[config.mk]
export PLATFORM = sky130hd
export DESIGN_NAME = sweep_ctrl_flat
export DESIGN_NICKNAME = d
export VERILOG_FILES = /design/src/rtl/sweep_ctrl_if.sv /design/src/rtl/sweep_ctrl.sv /design/src/flat_wrapper.sv
export SDC_FILE = /design/constraint.sdc
export NUM_CORES = 1
export LEC_CHECK = 0
export ABC_AREA = 0
export CAP_MARGIN = 10
export CORE_MARGIN = 1.5
export CORE_UTILIZATION = 59
export CTS_BUF_LIST = sky130_fd_sc_hd__clkbuf_8
export DETAILED_ROUTE_END_ITERATION = 7
export PLACE_DENSITY = 0.88
export SLEW_MARGIN = 30
export SYNTH_ARGS = -nofsm -noshare
export SYNTH_HDL_FRONTEND = slang
export SYNTH_SLANG_ARGS = --single-unit
[constraint.sdc]
create_clock -name clk -period 5.29 [get_ports clk]
set_clock_uncertainty 0.05 [all_clocks]
set_input_delay 0.529 -clock clk [delete_from_list [all_inputs] [get_ports clk]]
set_output_delay 0.529 -clock clk [all_outputs]
set_load 0.005 [all_outputs]
[src/rtl/sweep_ctrl_if.sv]
`default_nettype none
// ============================================================================
// Module      : sweep_ctrl_if
// Description : Host/config and counter-side signal bundle for sweep_ctrl.
// Revision    : 1.0 - initial release
// ============================================================================
interface sweep_ctrl_if #(
    parameter int NBIT = 5,
    parameter int DW   = 8,
    parameter int CW   = 8
);
    logic            start;
    logic            stop;
    logic [NBIT-1:0] lo_lim;
    logic [NBIT-1:0] hi_lim;
    logic [DW-1:0]   dwell;
    logic [CW-1:0]   n_sweeps;
    logic [NBIT-1:0] q;
    logic            up_down;
    logic            cnt_en;
    logic            cnt_clr;
    logic            busy;
    logic            done;
    logic            err;
    logic [CW-1:0]   sweep_cnt;
    logic [2:0]      state;

    // Host plus counter side: drives requests and the fed-back count.
    modport master (
        output start, stop, lo_lim, hi_lim, dwell, n_sweeps, q,
        input  up_down, cnt_en, cnt_clr, busy, done, err, sweep_cnt, state
    );

    modport slave (
        input  start, stop, lo_lim, hi_lim, dwell, n_sweeps, q,
        output up_down, cnt_en, cnt_clr, busy, done, err, sweep_cnt, state
    );
endinterface
`default_nettype wire

[src/rtl/sweep_ctrl.sv]
`default_nettype none
// ============================================================================
// Module      : sweep_ctrl
// Description : Drives an up/down counter as a triangle sweep between two
//               latched limits, with turnaround dwell and sweep counting.
// Revision    : 1.0 - initial release
// ============================================================================
module sweep_ctrl #(
    parameter int NBIT = 5,
    parameter int DW   = 8,
    parameter int CW   = 8
) (
    input  wire logic   clk,
    input  wire logic   rst,
    sweep_ctrl_if.slave bus
);

    typedef enum logic [2:0] {
        S_IDLE    = 3'd0,
        S_CLR     = 3'd1,
        S_SEEK    = 3'd2,
        S_UP      = 3'd3,
        S_HOLD_HI = 3'd4,
        S_DOWN    = 3'd5,
        S_HOLD_LO = 3'd6,
        S_DONE    = 3'd7
    } state_t;

    state_t          r_state;
    logic [NBIT-1:0] r_lo;
    logic [NBIT-1:0] r_hi;
    logic [DW-1:0]   r_dwell;
    logic [DW-1:0]   r_dwell_cnt;
    logic [CW-1:0]   r_n;
    logic [CW-1:0]   r_sweep_cnt;
    logic            r_err;

    logic            w_abort;
    logic            w_at_lo;
    logic            w_at_hi;
    logic [CW-1:0]   w_sweep_next;
    logic            w_up_down;
    logic            w_cnt_en;
    logic            w_cnt_clr;

    // stop only has meaning once a run is in progress; in IDLE start wins.
    assign w_abort      = bus.stop && (r_state != S_IDLE);
    assign w_at_lo      = (bus.q == r_lo);
    assign w_at_hi      = (bus.q == r_hi);
    assign w_sweep_next = r_sweep_cnt + CW'(1);

    always_comb begin
        w_up_down = 1'b1;
        w_cnt_en  = 1'b0;
        w_cnt_clr = 1'b0;
        case (r_state)
            S_CLR:     w_cnt_clr = 1'b1;
            S_SEEK:    w_cnt_en  = !w_at_lo;
            S_UP:      w_cnt_en  = !w_at_hi;
            S_DOWN: begin
                w_up_down = 1'b0;
                w_cnt_en  = !w_at_lo;
            end
            S_HOLD_LO: w_up_down = 1'b0;
            default:   ;
        endcase
        if (w_abort) begin
            w_cnt_en  = 1'b0;
            w_cnt_clr = 1'b0;
        end
    end

    assign bus.up_down   = w_up_down;
    assign bus.cnt_en    = w_cnt_en;
    assign bus.cnt_clr   = w_cnt_clr;
    assign bus.busy      = (r_state != S_IDLE);
    assign bus.done      = (r_state == S_DONE) && !bus.stop;
    assign bus.err       = r_err;
    assign bus.sweep_cnt = r_sweep_cnt;
    assign bus.state     = r_state;

    always_ff @(posedge clk or posedge rst) begin
        if (rst) begin
            r_state     <= S_IDLE;
            r_lo        <= '0;
            r_hi        <= '0;
            r_dwell     <= '0;
            r_dwell_cnt <= '0;
            r_n         <= '0;
            r_sweep_cnt <= '0;
            r_err       <= 1'b0;
        end else begin
            r_err <= 1'b0;
            if (w_abort) begin
                r_state <= S_IDLE;
            end else begin
                case (r_state)
                    S_IDLE: begin
                        if (bus.start) begin
                            if (bus.hi_lim > bus.lo_lim) begin
                                r_lo        <= bus.lo_lim;
                                r_hi        <= bus.hi_lim;
                                r_dwell     <= bus.dwell;
                                r_n         <= bus.n_sweeps;
                                r_sweep_cnt <= '0;
                                r_state     <= S_CLR;
                            end else begin
                                r_err <= 1'b1;
                            end
                        end
                    end
                    S_CLR: r_state <= S_SEEK;
                    S_SEEK: begin
                        if (w_at_lo) r_state <= S_UP;
                    end
                    S_UP: begin
                        if (w_at_hi) begin
                            if (r_dwell == '0) begin
                                r_state <= S_DOWN;
                            end else begin
                                r_dwell_cnt <= r_dwell;
                                r_state     <= S_HOLD_HI;
                            end
                        end
                    end
                    S_HOLD_HI: begin
                        // Counter was loaded with dwell, so exit on its last count.
                        r_dwell_cnt <= r_dwell_cnt - DW'(1);
                        if (r_dwell_cnt <= DW'(1)) r_state <= S_DOWN;
                    end
                    S_DOWN: begin
                        if (w_at_lo) begin
                            r_sweep_cnt <= w_sweep_next;
                            if ((r_n != '0) && (w_sweep_next == r_n)) begin
                                r_state <= S_DONE;
                            end else if (r_dwell == '0) begin
                                r_state <= S_UP;
                            end else begin
                                r_dwell_cnt <= r_dwell;
                                r_state     <= S_HOLD_LO;
                            end
                        end
                    end
                    S_HOLD_LO: begin
                        r_dwell_cnt <= r_dwell_cnt - DW'(1);
                        if (r_dwell_cnt <= DW'(1)) r_state <= S_UP;
                    end
                    S_DONE: r_state <= S_IDLE;
                    default: r_state <= S_IDLE;
                endcase
            end
        end
    end

endmodule
`default_nettype wire

[src/flat_wrapper.sv]
// flat-port wrapper written by rule: the top's interface ports become plain ports
module sweep_ctrl_flat 
#(
    parameter int NBIT = 5,
    parameter int DW   = 8,
    parameter int CW   = 8
)
  (clk, rst, bus_start, bus_stop, bus_lo_lim, bus_hi_lim, bus_dwell, bus_n_sweeps, bus_q, bus_up_down, bus_cnt_en, bus_cnt_clr, bus_busy, bus_done, bus_err, bus_sweep_cnt, bus_state);
  sweep_ctrl_if #(.NBIT(NBIT), .DW(DW), .CW(CW)) bus_i ();
  input  wire logic clk;
  input  wire logic rst;
  input wire logic [$bits(bus_i.start)-1:0] bus_start;
  input wire logic [$bits(bus_i.stop)-1:0] bus_stop;
  input wire logic [$bits(bus_i.lo_lim)-1:0] bus_lo_lim;
  input wire logic [$bits(bus_i.hi_lim)-1:0] bus_hi_lim;
  input wire logic [$bits(bus_i.dwell)-1:0] bus_dwell;
  input wire logic [$bits(bus_i.n_sweeps)-1:0] bus_n_sweeps;
  input wire logic [$bits(bus_i.q)-1:0] bus_q;
  output wire logic [$bits(bus_i.up_down)-1:0] bus_up_down;
  output wire logic [$bits(bus_i.cnt_en)-1:0] bus_cnt_en;
  output wire logic [$bits(bus_i.cnt_clr)-1:0] bus_cnt_clr;
  output wire logic [$bits(bus_i.busy)-1:0] bus_busy;
  output wire logic [$bits(bus_i.done)-1:0] bus_done;
  output wire logic [$bits(bus_i.err)-1:0] bus_err;
  output wire logic [$bits(bus_i.sweep_cnt)-1:0] bus_sweep_cnt;
  output wire logic [$bits(bus_i.state)-1:0] bus_state;
  assign bus_i.start = bus_start;
  assign bus_i.stop = bus_stop;
  assign bus_i.lo_lim = bus_lo_lim;
  assign bus_i.hi_lim = bus_hi_lim;
  assign bus_i.dwell = bus_dwell;
  assign bus_i.n_sweeps = bus_n_sweeps;
  assign bus_i.q = bus_q;
  assign bus_up_down = bus_i.up_down;
  assign bus_cnt_en = bus_i.cnt_en;
  assign bus_cnt_clr = bus_i.cnt_clr;
  assign bus_busy = bus_i.busy;
  assign bus_done = bus_i.done;
  assign bus_err = bus_i.err;
  assign bus_sweep_cnt = bus_i.sweep_cnt;
  assign bus_state = bus_i.state;
  sweep_ctrl #(.NBIT(NBIT), .DW(DW), .CW(CW)) u_core (.clk(clk), .rst(rst), .bus(bus_i));
endmodule
==> results of run 1 <==
[state kept, by name (all words and copies together), names as in the netlist]
signal                count
u_core.bus.err            1
u_core.bus.state          3
u_core.bus.sweep_cnt      8
u_core.r_dwell            8
u_core.r_dwell_cnt        8
u_core.r_hi               5
u_core.r_lo               5
u_core.r_n                8
[through the flow]
step | setup WS [ns] | utilization (%)
floorplan | 2.96 | -
global placement | 2.32 | 73.1
detailed placement | 2.24 | 73.1
CTS | 2.35 | 75.5
global route | 2.21 | 75.5
finish | 2.35 | 75.5
[power by group through the flow]
stage	registers, mW	clock network, mW	logic, mW
2_1_floorplan	0.594	0	0.544
3_3_place_gp	0.630	0	0.689
3_5_place_dp	0.634	0	0.712
4_1_cts	0.631	0.276	0.723
5_1_grt	0.653	0.289	0.804
6_report	0.637	0.275	0.728
[worst max-delay path, cell delays in order]
cell                              delay (ns)
sky130_fd_sc_hd__clkdlybuf4s50_1        0.55
sky130_fd_sc_hd__xor2_1                 0.19
sky130_fd_sc_hd__nor3_1                 0.09
sky130_fd_sc_hd__a31oi_1                0.28
sky130_fd_sc_hd__nor2_1                 0.09
sky130_fd_sc_hd__nor2_1                 0.11
sky130_fd_sc_hd__clkdlybuf4s50_1        0.51
[final timing paths]
kind / cells past startpoint / slack [ns] / to
setup reg to reg: 9 / 2.58 / u_core.r_dwell_cnt[5]
hold / removal: 1 / 0.48 / u_core.r_hi[4]
max in group asynchronous: 3 / 4.16 / u_core.r_dwell[2]
setup / recovery: 7 / 2.35 / bus_cnt_en
hold reg to reg: 1 / 0.48 / u_core.r_hi[4]
min in group asynchronous: 3 / 0.62 / u_core.bus.sweep_cnt[0]
[per-layer routing]
metal,GRT usage (%),part of all wire (%),vias up
met5,0,0,-
li1,-,-,1196
met4,11.9,2.1,0
met1,36.0,41,1239
met3,6.35,7.3,21
met2,47.0,49,151
[cells in the mapped netlist, drive strengths merged, types with 2 or more instances]
cell | number | area share [%]
and2 | 4 | 0.87
nor4 | 6 | 1.3
a2bb2oi | 5 | 1.5
nand3 | 6 | 1.2
inv | 18 | 2.3
nor2b | 2 | 0.43
buf | 4 | 0.56
nor2 | 23 | 3.0
o211a | 2 | 0.69
o211ai | 3 | 0.95
mux2 | 21 | 8.2
xnor2 | 9 | 2.7
or2 | 2 | 0.43
clkbuf | 6 | 0.82
nand2b | 2 | 0.43
a21oi | 13 | 2.3
or3 | 5 | 1.1
nor3 | 8 | 1.6
o311a | 2 | 0.69
nor3b | 4 | 1.0
xor2 | 9 | 2.7
nand2 | 21 | 2.7
a31oi | 2 | 0.43
ha | 13 | 5.6
mux2i | 2 | 0.69
nand4 | 2 | 0.43
o31ai | 3 | 0.78
o21ai | 26 | 4.5
a211o | 2 | 0.61
dfrtp | 46 | 40
a211oi | 11 | 3.5
and3 | 3 | 0.82
[kinds of logic (layout without fill, tap and decap cells)]
logic type | Yosys count | count (layout)
xor gates and xnor gates | 18 | 18
muxes | 23 | 23
DFF | 46 | 46
adders and majority gates | 13 | 13
and+or+nand+nor | 92 | 92
AOI/OAI and AO/OA | 82 | 82
buffers and inverters | 28 | 78
[final cells by class]
type	instances	area, sq um
multi-input combinational	228	1630
fill	334	1160
sequential	46	1150
timing repair buffer	53	526
tap	67	83.8
clock buffer	6	82.6
inverter	18	67.6
clock inverter	1	30.0
==> out/summary.md, run 1 <==
The run finished with clean final reports. The smallest clock period supported by the final layout is computed as 2.94 ns. Quantity of I/O buffers inserted on ports: 51. The total power after layout was 1.64 mW; the number of antenna repair diodes was 0. In this run the worst hold path is classified as reg2reg. The internal power of the cells is 1.00 mW, and the final instance area is 3570 sq um.

Average cell area after synthesis: 9.55 sq um. The critical path starts at bus_q[2]. The total of max-cap violations is 0. The total placed cells including tap cells came out at 412. Of the post-synthesis cell area, the part taken by muxes is 8.89%. In this run the standard cell core region covers 4720 sq um.

The synthesized netlist occupies a cell area of 2890 sq um. The global placer's final weighted congestion came out at 0.923. The startpoint identified for the worst hold timing path is u_core.r_hi[4]. After Yosys synthesis, full adders, half adders and majority gates account for 5.64% of the synthesized area.

The worst setup path is launched from a primary input. The run gives 3450 sq um as the placed instance area. Clock-pin slew was measured on the worst setup and hold paths at 0.08 ns. The total power divided by cell area is 460 nW/um^2.

Synthesis produced a netlist with a net count of 350. TritonCTS created 5 clock buffers. Cells with a size suffix above 1 make up 11.4% of the layout.

In the finished design, the share of the clock period the worst path needs comes to 55.5%. Summing the areas of all xor and xnor instances in the mapped netlist gives 5.46% of the synthesized area. The number of hold buffers added after CTS was 0. Data arrives at the worst endpoint at 2.36 ns.

The buffers inserted during post-CTS setup optimization was 0; the number of synthesized register bits was 46. The required time reported for the critical path endpoint came out at 4.71 ns. In this run the tightest slew margin relative to its limit is 59.9%. The area growth from synthesis to layout is 23.6%.

After synthesis, the netlist uses 60 different library cells. For the pin with the worst max-slew slack, the measured transition is 0.601 ns. The mean routed wirelength per cell works out to 16.8 microns. The classification of the worst setup path is in2out. The top cell types in the final layout, fill and taps aside, are sky130_fd_sc_hd__clkdlybuf4s50_1 (51), sky130_fd_sc_hd__dfrtp_1 (46), sky130_fd_sc_hd__o21ai_0 (25).

The complex-gate fraction of the synthesized area was 19.9%; the fraction of synthesis flops using an asynchronous set or reset pin was 100%. Per report_power, the sequential group accounts for 38.8% of the total. The wire-length estimate of the detail-placed layout is 4970 microns.

The tools report the number of detailed-routing iterations run before antenna repair as 6. The synthesized design contains 0 enable-type register cells. For the number of design rule violations left after detail routing, the log shows 0. During I/O placement, the number of pins put on the boundary was 52. For the number of clock sinks, the log shows 46. Entering global routing, the biggest net connects 47 pins. Leaving out fill and tap cells, the most frequent cell in the layout is sky130_fd_sc_hd__clkdlybuf4s50_1. The clock reaches the later pin of the worst-skew pair after 0.31 ns. Of all nets on the critical path, the largest fanout is 4. The final-report hold violation count is 0, and the number of non-filler instances in the completed layout is 419. The worst register-to-register path begins at u_core.bus.state[0]. TritonCTS built the clock tree.

For this configuration, the core starts out at a cell density of 61.1%. The overall die height is 72.9 microns. The H-tree generated during clock tree synthesis spans 2 levels. In this run the power spent charging and discharging nets is 0.637 mW. By area, the combinational part of the netlist is dominated by compound AO/OA/AOI/OAI gates. The tools report the final max-slew violation count as 0.

The power share of the combinational group was 44.4%; the number of routed nets with antenna violations was 0. The die is 72.9 microns wide. The final setup violation count is 0, and the Yosys warning count is 0. Count of mapped cells out of synthesis: 302. The floorplan has 25 rows. The routed layout has 2607 vias.

The maximum resistive drop on vdd was 0.255 mV. The clock passes through at most 2 buffers. Hold timing on the final database bottoms out at a slack of 0.480 ns. Net switching is 38.9% of the power.

Using the TritonRoute via totals, the vias-per-cell ratio works out to 6.22. CTS placed an instance of sky130_fd_sc_hd__clkbuf_8 at the clock tree root. The overall global routing resource usage was 28.4%; the aggregate routed wire length was 7020 microns. The worst setup path is captured at an output pin. The run gives 5320 sq um as the total die area.

For this run, the leading register cell type out of synthesis is sky130_fd_sc_hd__dfrtp_1. The number of DRC markers after the initial detailed-route iteration came out at 258. The synthesized-area fraction occupied by and/or/nand/nor cells is 16.5%, and the post-CTS resize count is 0. The tools report the number of antenna violations at the first check in global routing as 0.

Setup repair after global routing left no endpoint under its margin. Of the total power, the clock network draws 16.8%. The first global-routing pass estimated 11600 microns of wire. The sequential cell area fraction in the yosys report was 39.9%; the number of global-route vias before repair was 2474.

After global routing the overflow that remains totals 0. The leakage component of the power came out at 1.48 nW. In the final design database the tool counted 400 nets. The logs give 340 MHz for the maximum frequency from static timing analysis and 0 ns for the summed negative setup slack over all endpoints.
(Power assumes the default switching activity.)
==> run 2, diff against run 1 <==
Settings changed: CORE_UTILIZATION 59 to 49, PLACE_DENSITY 0.88 to 0.78.
Clock period 5.29 ns to 2.6 ns, I/O delays scaled along.
==> run 2 against run 1 <==
Routed wire length fell by 3.1%. Sequential cell count did not move. Die area rose by 20%. Global-route usage fell by 4.4 points. Non-clock buffer count rose by 11. Critical path type is now reg2out. Largest cell class unchanged.
==> out/summary.md, run 2 (synthesis gave the netlist of run 1 again) <==
The tools report the total of max-cap violations as 0 (unchanged). Overall die height: 79.7 microns (was 72.9 microns). The logs give 0 (unchanged) for the number of antenna violations at the first check in global routing and 0.30 ns (was 0.31 ns) for the clock latency of the later-clocked register in the worst-skew pair. The smallest clock period supported by the final layout is computed as 2.44 ns.

The aggregate routed wire length is 6810 microns (was 7020 microns). The effective utilization at floorplan was 51.5% (was 61.1%); the count of vias placed by the detailed router was 2490 (was 2607). The maximum net fanout on the critical path came out at 5 (was 4). The run gives 46 (unchanged) as the number of clock sinks.

Post-detailed-route via-to-cell ratio: 5.71 (was 6.22). Startpoint of the most critical setup path: u_core.bus.state[0] (was bus_q[2]). TritonCTS built the clock tree. The worst slack after detailed placement is -0.146 ns (was 2.24 ns).

The count of hold-fix buffers inserted at cts came out at 0 (unchanged). The ratio of cells with drive above 1 in the final layout is 16.2% (was 11.4%). The number of placement rows is 27 (was 25), and the end-of-flow core utilization is 65.5% (was 75.5%). The leakage component of the power was 1.54 nW (was 1.48 nW); the boundary pin count was 52 (unchanged). Core region area: 5610 sq um (was 4720 sq um). The worst reg2reg path depth came out at 7 (was 9). The logs give 2 (unchanged) for the level count of the clock H-tree and 0 (unchanged) for the post-CTS resize count. Final-report hold violation count: 0 (unchanged). The end of the worst register-to-register path was u_core.r_dwell_cnt[1] (was u_core.r_dwell_cnt[5]).

The quantity of I/O buffers inserted on ports was 51 (unchanged). The reg-to-reg startpoint was u_core.bus.sweep_cnt[0] (was u_core.bus.state[0]). Largest net degree at the start of global routing: 30 (was 47). The startpoint type of the worst setup path is a flop (was a primary input). The number of antenna repair diodes is 0 (unchanged). Maximum resistive drop on vdd: 0.447 mV (was 0.255 mV). The required time reported for the critical path endpoint came out at 2.29 ns (was 4.71 ns). The run gives 137 (was 258) as the number of DRC markers after the initial detailed-route iteration.

For the final setup violation count, the log shows 0 (unchanged). Number of design rule violations left after detail routing: 0 (unchanged). The run gives 6360 sq um (was 5320 sq um) as the total die area.

The tools report the destination of the critical timing path as bus_cnt_en (unchanged). The relative slew slack is 65.8% (was 59.9%). The run gives 3.41 mW (was 1.64 mW) as the total power after layout. The mean routed wirelength per cell is 15.6 microns (was 16.8 microns), and the total global routing overflow is 0 (unchanged).

The global placer's final weighted congestion was 0.861 (was 0.923). Root cell of the clock tree: sky130_fd_sc_hd__clkbuf_8 (unchanged). The total power divided by cell area is 929 nW/um^2 (was 460 nW/um^2), and the number of global-route vias before repair is 2583 (was 2474). For the overall global routing resource usage, the log shows 24.0% (was 28.4%). The type of the worst min-delay path is in2async (was reg2reg).

The summed negative setup slack over all endpoints was 0 ns (unchanged). The logs give 5230 microns (was 4970 microns) for the HPWL reported at the end of detailed placement and 0 (unchanged) for the final max-slew violation count. The register clock-pin slew on the reported worst setup and hold paths works out to 0.09 ns (was 0.08 ns). The number of buffers on the longest clock path was 2 (unchanged). The maximum frequency from static timing analysis was 410 MHz.

Classification of the worst setup path: reg2out (was in2out). The number of detailed-routing iterations run before antenna repair came out at 5 (was 6). Kind of capture point of the worst setup path: an output pin (unchanged). The number of routed nets with antenna violations was 0 (unchanged). Highest-count cells in the layout ignoring fill and taps: sky130_fd_sc_hd__clkdlybuf4s50_1 (51), sky130_fd_sc_hd__dfrtp_1 (46), sky130_fd_sc_hd__o21ai_0 (24) (was sky130_fd_sc_hd__clkdlybuf4s50_1 (51), sky130_fd_sc_hd__dfrtp_1 (46), sky130_fd_sc_hd__o21ai_0 (25)). The number of buffers inserted during clock tree synthesis is 5 (unchanged), and the die outline width is 79.7 microns (was 72.9 microns). The run finished with clean final reports.

The run gives 0 (unchanged) as the buffers inserted during post-CTS setup optimization. Leading cell type in the layout, fill and taps excluded: sky130_fd_sc_hd__clkdlybuf4s50_1 (unchanged). The internal reg-to-reg setup slack came out at 0.21 ns (was 2.58 ns).

Slew at the pin with the worst max-slew slack: 0.508 ns (was 0.601 ns). The count of nets after finishing is 411 (was 400). The tools report the first-pass GRT wire length as 12000 microns (was 11600 microns). The layout overhead on the synthesized area was 27.3% (was 23.6%); the final worst setup slack was 0.159 ns (was 2.35 ns).

The share of the clock period used by the worst path after layout was 93.9%. Arrival time at the worst endpoint: 2.13 ns (was 2.36 ns).
[run 2: worst max-delay path, stage by stage (launching register included)]
cell	delay, ns
sky130_fd_sc_hd__dfrtp_1	0.41
sky130_fd_sc_hd__inv_2	0.10
sky130_fd_sc_hd__ha_2	0.22
sky130_fd_sc_hd__and2b_2	0.19
sky130_fd_sc_hd__inv_2	0.07
sky130_fd_sc_hd__and2_1	0.21
sky130_fd_sc_hd__nor2_2	0.12
sky130_fd_sc_hd__clkdlybuf4s50_1	0.50
[run 2: report_power, final]
part | switching (mW) | internal, mW
logic | 0.789 | 0.815
clock network | 0.256 | 0.283
registers | 0.266 | 1.00
[run 2: final cells by class]
cell class	count	area, sq um
sequential	46	1150
clock inverter	3	40.0
inverter	18	67.6
timing repair buffer	64	608
tap	72	90.1
fill	499	1940
multi-input combinational	228	1650
clock buffer	5	68.8
[run 2: layer usage]
| metal | vias up | part of all wire [%] | GRT usage, % |
|---|---|---|---|
| met4 | 0 | 1.8 | 7.24 |
| met3 | 14 | 4.4 | 3.89 |
| met5 | - | 0 | 0 |
| li1 | 1220 | - | - |
| met2 | 63 | 50 | 41.4 |
| met1 | 1193 | 43 | 31.0 |
[run 2: metrics by stage]
stage	cell area, sq um	hold slack [ns]	instances
final	3670	0.0415	436
after global routing	3670	0.0568	436
after detailed placement	3540	0.373	428
after CTS	3650	0.0427	436
after floorplan	2890	0.339	302
after global placement	3540	0.370	428
[run 2: worst min-delay path by stage]
stage | slack (ns) | start | cells after the start | endpoint
after floorplan | 0.34 | bus_start | 1 | u_core.bus.err
after global placement | 0.37 | rst | 2 | u_core.r_hi[3]
after detailed placement | 0.37 | rst | 2 | u_core.r_hi[3]
after CTS | 0.04 | rst | 2 | u_core.r_hi[3]
after global routing | 0.06 | rst | 2 | u_core.r_hi[3]
final | 0.04 | rst | 2 | u_core.r_hi[3]
